## src/rtl/pc_unit_pkg.sv

```systemverilog
// ============================================================================
// Module      : pc_unit_pkg
// Description : Shared state encodings, default sizes and helpers for pc_unit.
// Revision    : 1.0 - initial release
// ============================================================================
`default_nettype none

package pc_unit_pkg;

    localparam int unsigned BITS_FOR_STATE_COUNTER_PC_UNIT = 2;

    localparam int unsigned DEFAULT_PC_SIZE     = 32;
    localparam int unsigned DEFAULT_INSTR_BYTES = 4;
    localparam int unsigned DEFAULT_COUNT_SIZE  = 32;

    typedef enum logic [BITS_FOR_STATE_COUNTER_PC_UNIT-1:0] {
        ST_IDLE      = 2'b00,
        ST_RUN       = 2'b01,
        ST_STEP_WAIT = 2'b10,
        ST_HALTED    = 2'b11
    } pc_state_e;

    // Clears the n least-significant bits of a value (up to 64 bits wide).
    function automatic logic [63:0] clear_lsbs(input logic [63:0] value,
                                               input int unsigned n);
        logic [63:0] mask;
        mask = ~64'd0 << n;
        return value & mask;
    endfunction

endpackage

`default_nettype wire

```

## src/rtl/pc_unit_sat_counter.sv

```systemverilog
// ============================================================================
// Module      : sat_counter
// Description : Up-counter that saturates at all-ones and never wraps.
// Revision    : 1.0 - initial release
// ============================================================================
`default_nettype none

module sat_counter
    import pc_unit_pkg::*;
#(
    parameter int unsigned WIDTH = DEFAULT_COUNT_SIZE
) (
    input  logic             clk,
    input  logic             reset,
    input  logic             enable,
    input  logic             inc,
    output logic [WIDTH-1:0] count
);

    logic [WIDTH-1:0] count_q;
    logic [WIDTH-1:0] count_d;

    always_comb begin
        count_d = count_q;
        if (enable && inc && (count_q != {WIDTH{1'b1}})) begin
            count_d = count_q + WIDTH'(1);
        end
    end

    always_ff @(posedge clk) begin
        if (reset) begin
            count_q <= '0;
        end else begin
            count_q <= count_d;
        end
    end

    assign count = count_q;

endmodule

`default_nettype wire

```

## src/rtl/pc_unit.sv

```systemverilog
// ============================================================================
// Module      : pc_unit
// Description : IF-stage program counter with redirect, single-step, freeze
//               and a saturating advance counter.
// Revision    : 1.0 - initial release
// ============================================================================
`default_nettype none

module pc_unit
    import pc_unit_pkg::*;
#(
    parameter int unsigned         PC_SIZE      = DEFAULT_PC_SIZE,
    parameter logic [PC_SIZE-1:0]  RESET_VECTOR = '0,
    parameter int unsigned         INSTR_BYTES  = DEFAULT_INSTR_BYTES,
    parameter int unsigned         COUNT_SIZE   = DEFAULT_COUNT_SIZE
) (
    input  logic                  i_clk,
    input  logic                  i_reset,
    input  logic                  i_enable,
    input  logic                  i_start,
    input  logic                  i_halt,
    input  logic                  i_stall,
    input  logic                  i_redirect,
    input  logic [PC_SIZE-1:0]    i_redirect_pc,
    input  logic                  i_step_mode,
    input  logic                  i_step,
    output logic [PC_SIZE-1:0]    o_pc,
    output logic [PC_SIZE-1:0]    o_seq_pc,
    output logic [1:0]            o_state,
    output logic                  o_running,
    output logic                  o_halted,
    output logic [COUNT_SIZE-1:0] o_advance_count
);

    localparam int unsigned        C_ALIGN_BITS = $clog2(INSTR_BYTES);
    localparam logic [PC_SIZE-1:0] C_INCREMENT  = PC_SIZE'(INSTR_BYTES);

    pc_state_e          state_q;
    pc_state_e          state_d;
    logic [PC_SIZE-1:0] pc_q;
    logic [PC_SIZE-1:0] pc_d;
    logic [PC_SIZE-1:0] w_seq_pc;
    logic [PC_SIZE-1:0] w_redirect_target;
    logic               w_pc_load;

    assign w_seq_pc          = pc_q + C_INCREMENT;
    assign w_redirect_target = PC_SIZE'(clear_lsbs(64'(i_redirect_pc), C_ALIGN_BITS));

    always_ff @(posedge i_clk) begin
        if (i_reset) begin
            state_q <= ST_IDLE;
            pc_q    <= RESET_VECTOR;
        end else begin
            state_q <= state_d;
            pc_q    <= pc_d;
        end
    end

    // w_pc_load marks the cycles that move the PC; it also feeds the counter.
    always_comb begin
        state_d   = state_q;
        pc_d      = pc_q;
        w_pc_load = 1'b0;
        if (i_enable) begin
            case (state_q)
                ST_IDLE: begin
                    pc_d = RESET_VECTOR;
                    if (i_start) begin
                        state_d = i_step_mode ? ST_STEP_WAIT : ST_RUN;
                    end
                end
                ST_RUN: begin
                    if (i_halt) begin
                        state_d = ST_HALTED;
                    end else begin
                        if (i_redirect) begin
                            pc_d      = w_redirect_target;
                            w_pc_load = 1'b1;
                        end else if (!i_stall) begin
                            pc_d      = w_seq_pc;
                            w_pc_load = 1'b1;
                        end
                        if (i_step_mode) begin
                            state_d = ST_STEP_WAIT;
                        end
                    end
                end
                ST_STEP_WAIT: begin
                    if (i_halt) begin
                        state_d = ST_HALTED;
                    end else if (!i_step_mode) begin
                        state_d = ST_RUN;
                    end else if (i_step && i_redirect) begin
                        pc_d      = w_redirect_target;
                        w_pc_load = 1'b1;
                    end else if (i_step && !i_stall) begin
                        pc_d      = w_seq_pc;
                        w_pc_load = 1'b1;
                    end
                end
                default: begin
                    state_d = ST_HALTED;
                end
            endcase
        end
    end

    sat_counter #(
        .WIDTH (COUNT_SIZE)
    ) u_advance_counter (
        .clk    (i_clk),
        .reset  (i_reset),
        .enable (i_enable),
        .inc    (w_pc_load),
        .count  (o_advance_count)
    );

    assign o_pc      = pc_q;
    assign o_seq_pc  = w_seq_pc;
    assign o_state   = state_q;
    assign o_running = (state_q == ST_RUN) || (state_q == ST_STEP_WAIT);
    assign o_halted  = (state_q == ST_HALTED);

endmodule

`default_nettype wire

```

## config.mk

```make
export PLATFORM = sky130hd
export DESIGN_NAME = pc_unit
export DESIGN_NICKNAME = d
export VERILOG_FILES = /design/src/rtl/pc_unit_pkg.sv /design/src/rtl/pc_unit_sat_counter.sv /design/src/rtl/pc_unit.sv
export SDC_FILE = /design/constraint.sdc
export NUM_CORES = 1
export LEC_CHECK = 0
export ABC_AREA = 1
export CAP_MARGIN = 10
export CORE_ASPECT_RATIO = 0.9
export CORE_MARGIN = 2
export CORE_UTILIZATION = 44
export DETAILED_ROUTE_END_ITERATION = 8
export PLACE_DENSITY = 0.76
export SLEW_MARGIN = 30
export SYNTH_ARGS = -nofsm -noshare
export SYNTH_HDL_FRONTEND = slang
export SYNTH_SLANG_ARGS = --single-unit
```

## constraint.sdc

```tcl
create_clock -name i_clk -period 1.65 [get_ports i_clk]
set_input_delay 0.165 -clock i_clk [delete_from_list [all_inputs] [get_ports i_clk]]
set_output_delay 0.165 -clock i_clk [all_outputs]
set_load 0.05 [all_outputs]
```

-- Yosys cells after proc, flatten, opt, wreduce, memory -nomap -nowiden
Index checks and enable logic that the tools add are counted.
- flip-flop bits (word level): 66
- bits in latches: 0
- memory bits (writable): 0
- bits in read-only memories: 0
- input port bits: 41
- output and inout port bits: 100
- logic and storage cells: 51
- memories kept: 0
- add/sub/neg operators: 2
- $mul: 0
- div/mod/pow operators: 0
- $lt $le $gt $ge: 0
- equal/unequal tests: 12
- shift-type cells: 0
- mux-type cells: 24
- bitwise logic cells: 0
- reductions and logical operators: 10
- operator list (operator ; count):
    two-way mux 32 bit ; 7
    case mux 32 bit (3 select lines) ; 1
    adder 32 x 1 -> 32 bit (second input constant) ; 1
    adder 32 x 3 -> 32 bit (second input constant) ; 1
    != test 32 bit (second input constant) ; 1
    two-way mux 2 bit ; 6
    != test 3 bit (second input constant) ; 4
    two-way mux 1 bit ; 8
    != test 2 bit (second input constant) ; 4
    AND reduction 7 bit ; 1
    case mux 2 bit (3 select lines) ; 1
    equality test 2 bit (second input constant) ; 2
    logical AND 1 bit ; 4
    AND reduction 4 bit ; 1
    nonzero test 3 bit ; 1
    equality test 2 x 1 -> 1 bit (second input constant) ; 1
    logical NOT 2 bit ; 1
    case mux 1 bit (2 select lines) ; 1
    logical NOT 1 bit ; 1
    logical OR 1 bit ; 1

-- Depth between registers and ports, before layout
Gate-level depths: netlist (run 1).
- depth in word-level cells: 10
- mapped depth: 12
- mapped depth without buffers: 12

-- Modules after synthesis
Synthesis (run 1) repeated with hierarchy kept, for this count alone.
- cells, all modules: 890
- area, all modules: 5121.2 um^2
- by module, submodules not included (module ; instances ; cells an instance ; area each (um^2) ; sequential area each (um^2)):
    pc_unit ; 1 ; 551 ; 3096.7 ; 640.6
    sat_counter ; 1 ; 339 ; 2024.4 ; 640.6

-- Worst setup path before layout (run 1)
No wires, ideal clock.
- path type: register -> output
- start: reg pc_q[2], in the netlist o_pc[2]
- end: out o_seq_pc[29]
- arrival: 2124 ps
- required time: 1485 ps
- setup slack: -639 ps
- stages on the path, launching flop included: 8
- path buffers: 0
- path through: dfxtp_1 inv_1 nor2_1 nand2_1 nor2_1 nand2_1 nand2_1 and2_1
- cells in the longest elaborated chain, start to end: 1
- ends and longest elaborated chain (item ; RTL line ; source):
    from (decl) ; pc_unit.sv:40 ; logic [PC_SIZE-1:0] pc_q;
    from (signal assigned) ; pc_unit.sv:55 ; pc_q <= pc_d;
    adder 32 x 3 -> 32 bit ; pc_unit.sv:46 ; assign w_seq_pc = pc_q + C_INCREMENT;
    to (decl) ; pc_unit.sv:28 ; output logic [PC_SIZE-1:0] o_seq_pc,
Every way passes these cells.

-- Worst setup path after layout (run 1)
- start: reg u_advance_counter.count_q[7], in the netlist u_advance_counter.count[7]
- end: reg u_advance_counter.count_q[12], in the netlist u_advance_counter.count[12]
- cells in the longest elaborated chain, start to end: 2
- elaborated cells on any way between the ends: 3
- classes of those cells: 1 x add/sub; 1 x eq/ne; 1 x reduce/logical
- ends and longest elaborated chain (item ; RTL line ; source):
    from (decl) ; pc_unit_sat_counter.sv:20 ; logic [WIDTH-1:0] count_q;
    from (signal assigned) ; pc_unit_sat_counter.sv:34 ; count_q <= count_d;
    branches (longest 2 deep; another with adder 32 x 1 -> 32 bit) ; n/a ;
Parallel ways; which one is timed is not known.
A chain may end at the register's enable or synchronous reset.

==> impl_metrics.tcl, run 1 <==
set metrics [dict create \
    p_leak_nw 4.25 \
    ys_types 37 \
    worst-path-buf-inv 0 \
    clock.fmax_mhz 440 \
    fin_crit_sh 1.38 \
    postSynthCellCount 882 \
    tightest_slew_ns 0.684 \
    pin_count 141 \
    wl_per_cell_um 23.8 \
    power_per_cell_area_nw_per_um2 504 \
    grt_pass1_wl_um 31300 \
    vdd_drop_max_uv 614 \
    yosysSeqAreaShare 0.258 \
    worstSetupPathType "reg2reg" \
    ant_nets 0 \
    slowest_stage "xor2_1" \
    violations "design-rule violations, negative setup slack" \
    synth-async-reset-ratio 0 \
    ff_latch_area_sq_um 1420 \
    setup_viol_count_final 88 \
    cp_cell_sequence "nand2_2, nor2_4, nand2_1, nor2_1, xor2_1, nand2_2, a21oi_2" \
    drtIter0Drc 1251 \
    clk-insertion-delay-late_ns 0.34 \
    start_util 0.456 \
    crit_top_cell "nand2_2" \
    die_w_um 116 \
    hold_buffers 0 \
    fin_setup_tns_ns -24.70 \
    clk_root_buffer_cell "clkbuf_16" \
    synth_area_leader_cell "dfxtp_1" \
    drive_above_1_share 0.550 \
    relSlewSlack 0.544 \
    viasPerCell 6.48 \
    die_area_sq_um 12200 \
    worstHoldPathType "in2reg" \
    timing.rr.start "u_advance_counter.count[7]$_SDFFE_PP0P_" \
    core_sq_um 10900 \
    start_kind "flop" \
    skew_ns 0.0115 \
    rsz0062_at_grt "true" \
    critical-path-max-stage-delay_ns 0.58 \
    r2r-end "u_advance_counter.count[12]$_SDFFE_PP0P_" \
    cp.arrival_ns 2.54 \
    die_h_um 105 \
    drc 16 \
    cp_num_cells 7 \
    cts_sinks 64 \
    row_count 36 \
    endpoint "u_advance_counter.count[12]$_SDFFE_PP0P_" \
    yosys-top-cells-area "dfxtp_1, nand2_1, a21oi_1" \
    antenna_cells 0 \
    cp-end-kind "flop" \
    n_fill_cell 394 \
    synth-edff-count 0 \
    antenna_found_initial 1 \
    fin_crit_ns 2.27 \
    hold_viol 0 \
    crit_required_ns 1.91 \
    ys_top_cells_by_count "nand2_1, nor2_1, inv_1" \
    grt_util_all_layers 0.318 \
    finalWeightedCongestion 0.934 \
    slew_violations 0 \
    synthFlopType "dfxtp_1" \
    cts_tree "built" \
    clkTransAtPathRegs_ns 0.07 \
    p_total_w 0.00501 \
    h-tree-depth 3 \
    status "complete, but fails checks" \
    path_max_fanout 5 \
    portBuffers 134 \
    routed_wl_um 31100 \
    cts-buffers-inserted 9 \
    nets 1193 \
    grt_pass1_vias 6494 \
    r2r_setup_slack_ns -0.62 \
    maxCapViolCount 0 \
    synth.most_common_cell "nand2_1" \
    gr-total-overflow 0 \
    ys_ff_latch 64 \
    ff2ff_path_depth 7 \
    dr.pass1.iters 9 \
    cp-startpoint "u_advance_counter.count[7]$_SDFFE_PP0P_" \
    clk_path_buf_depth 2 \
    synth_area_sq_um 4970 \
    num_vias 8448 \
    synth_top_area_share 0.258 \
    avgSynthCellArea_sq_um 5.64 \
    yosys_warnings 0 \
    setup_slack_ns -0.624 \
    multiInputGateArea_sq_um 4670 \
    hpwl_um 12800 \
    area_growth_pct 99.6 \
    grt_max_degree 38 \
    timing.critical_path.max_delay_family "simple AND/OR/NAND/NOR gates" \
]
-- kinds of logic after synthesis --
group                    after synthesis  share of synthesized area
AO/OA/AOI/OAI                        122                      0.129
other                                  1                   0.000754
XOR/XNOR                              20                     0.0352
adder cells (fa/ha/maj)                6                     0.0151
flip-flops                            64                      0.258
AND/OR/NAND/NOR                      544                      0.456
buffers and inverters                125                      0.107
-- area by class of cell --
| class | instances | area share |
|---|---|---|
| clock buffer | 11 | 0.0255 |
| clock inverter | 5 | 0.00378 |
| inverter | 93 | 0.0395 |
| multi-input combinational | 697 | 0.470 |
| sequential | 64 | 0.143 |
| tap | 152 | 0.0192 |
| timing repair buffer | 274 | 0.287 |
| timing repair inverter | 7 | 0.0113 |
-- worst reg2reg max path: stages (launching register included) --
cell	delay, ns
dfxtp_2	0.41
nand2_2	0.12
nor2_4	0.25
nand2_1	0.15
nor2_1	0.19
xor2_1	0.58
nand2_2	0.29
a21oi_2	0.21
-- per-layer routing --
layer	track usage	wire length, um	vias to the layer above
met5	0	11	-
met4	0.132	3410	2
met3	0.0493	4480	388
met2	0.536	13300	964
met1	0.402	9820	3765
li1	-	-	3329
-- registers in the layout, summed over array words and instances, names as in the netlist --
signal	count
o_pc	30
u_advance_counter.count	32
o_state	2
-- through the flow --
step / std cells / worst slack (ns) / util / cell area, sq um / hold slack, ns
detailed placement: 1217 / -0.253 / 0.682 / 7440 / 0.463
global route: 1303 / -0.640 / 0.911 / 9930 / 0.313
floorplan: 885 / -0.139 / - / 5330 / 0.387
finish: 1303 / -0.624 / 0.911 / 9930 / 0.296
CTS: 1265 / -0.324 / 0.779 / 8490 / 0.240
global placement: 1217 / -0.195 / 0.682 / 7440 / 0.456
-- what timing repair did --
item | 4_1_cts | 5_1_grt
cloned | 2 | 12
hold endpoints to repair | 0 | 0
setup buffers | 32 | 39
pin swaps | 45 | 123
endpoints found under the setup margin | 56 | 91
resized for setup | 127 | 282
-- cell usage in the layout, fill, tap and decap left out, drive strengths merged --
cell           count
inv               94
o21ai             27
nand4              5
clkbuf            14
o2111ai            3
and3               2
clkinvlp           4
nor3              17
and2              12
nand3             66
conb               4
a22o               1
clkdlybuf4s50     37
dfxtp             64
clkinv             7
ha                 6
xnor2              5
a21boi             3
buf              234
nor2              96
nand3b             1
nor4               1
nand2            345
xor2              15
a21oi             86
o22ai              2
-- how the worst min path moves through the flow --
stage	end	from	slack, ns	cells after the start
2_1_floorplan	o_pc[23]$_SDFFE_PP0P_	i_redirect_pc[23]	0.39	4
3_3_place_gp	u_advance_counter.count[11]$_SDFFE_PP0P_	u_advance_counter.count[11]$_SDFFE_PP0P_	0.46	2
3_5_place_dp	u_advance_counter.count[31]$_SDFFE_PP0P_	u_advance_counter.count[31]$_SDFFE_PP0P_	0.46	2
4_1_cts	o_pc[5]$_SDFFE_PP0P_	i_reset	0.24	3
5_1_grt	o_pc[4]$_SDFFE_PP0P_	i_reset	0.31	3
6_report	o_pc[14]$_SDFFE_PP0P_	i_reset	0.30	3
-- power by group --
group / total [W] / switching (W) / leakage [nW] / internal (W)
Clock: 0.00195 / 0.000840 / 0.147 / 0.00111
Sequential: 0.00157 / 0.0000349 / 0.555 / 0.00153
Combinational: 0.00149 / 0.000890 / 3.55 / 0.000598
No activity file was read; power rests on OpenSTA's default activity.
==> inputs of run 2 (changes only) <==
- ABC_CLOCK_PERIOD_IN_PS: unset -> 1650
==> results of run 2 <==
Final layout, timing and power as in run 1 (identical DEF).
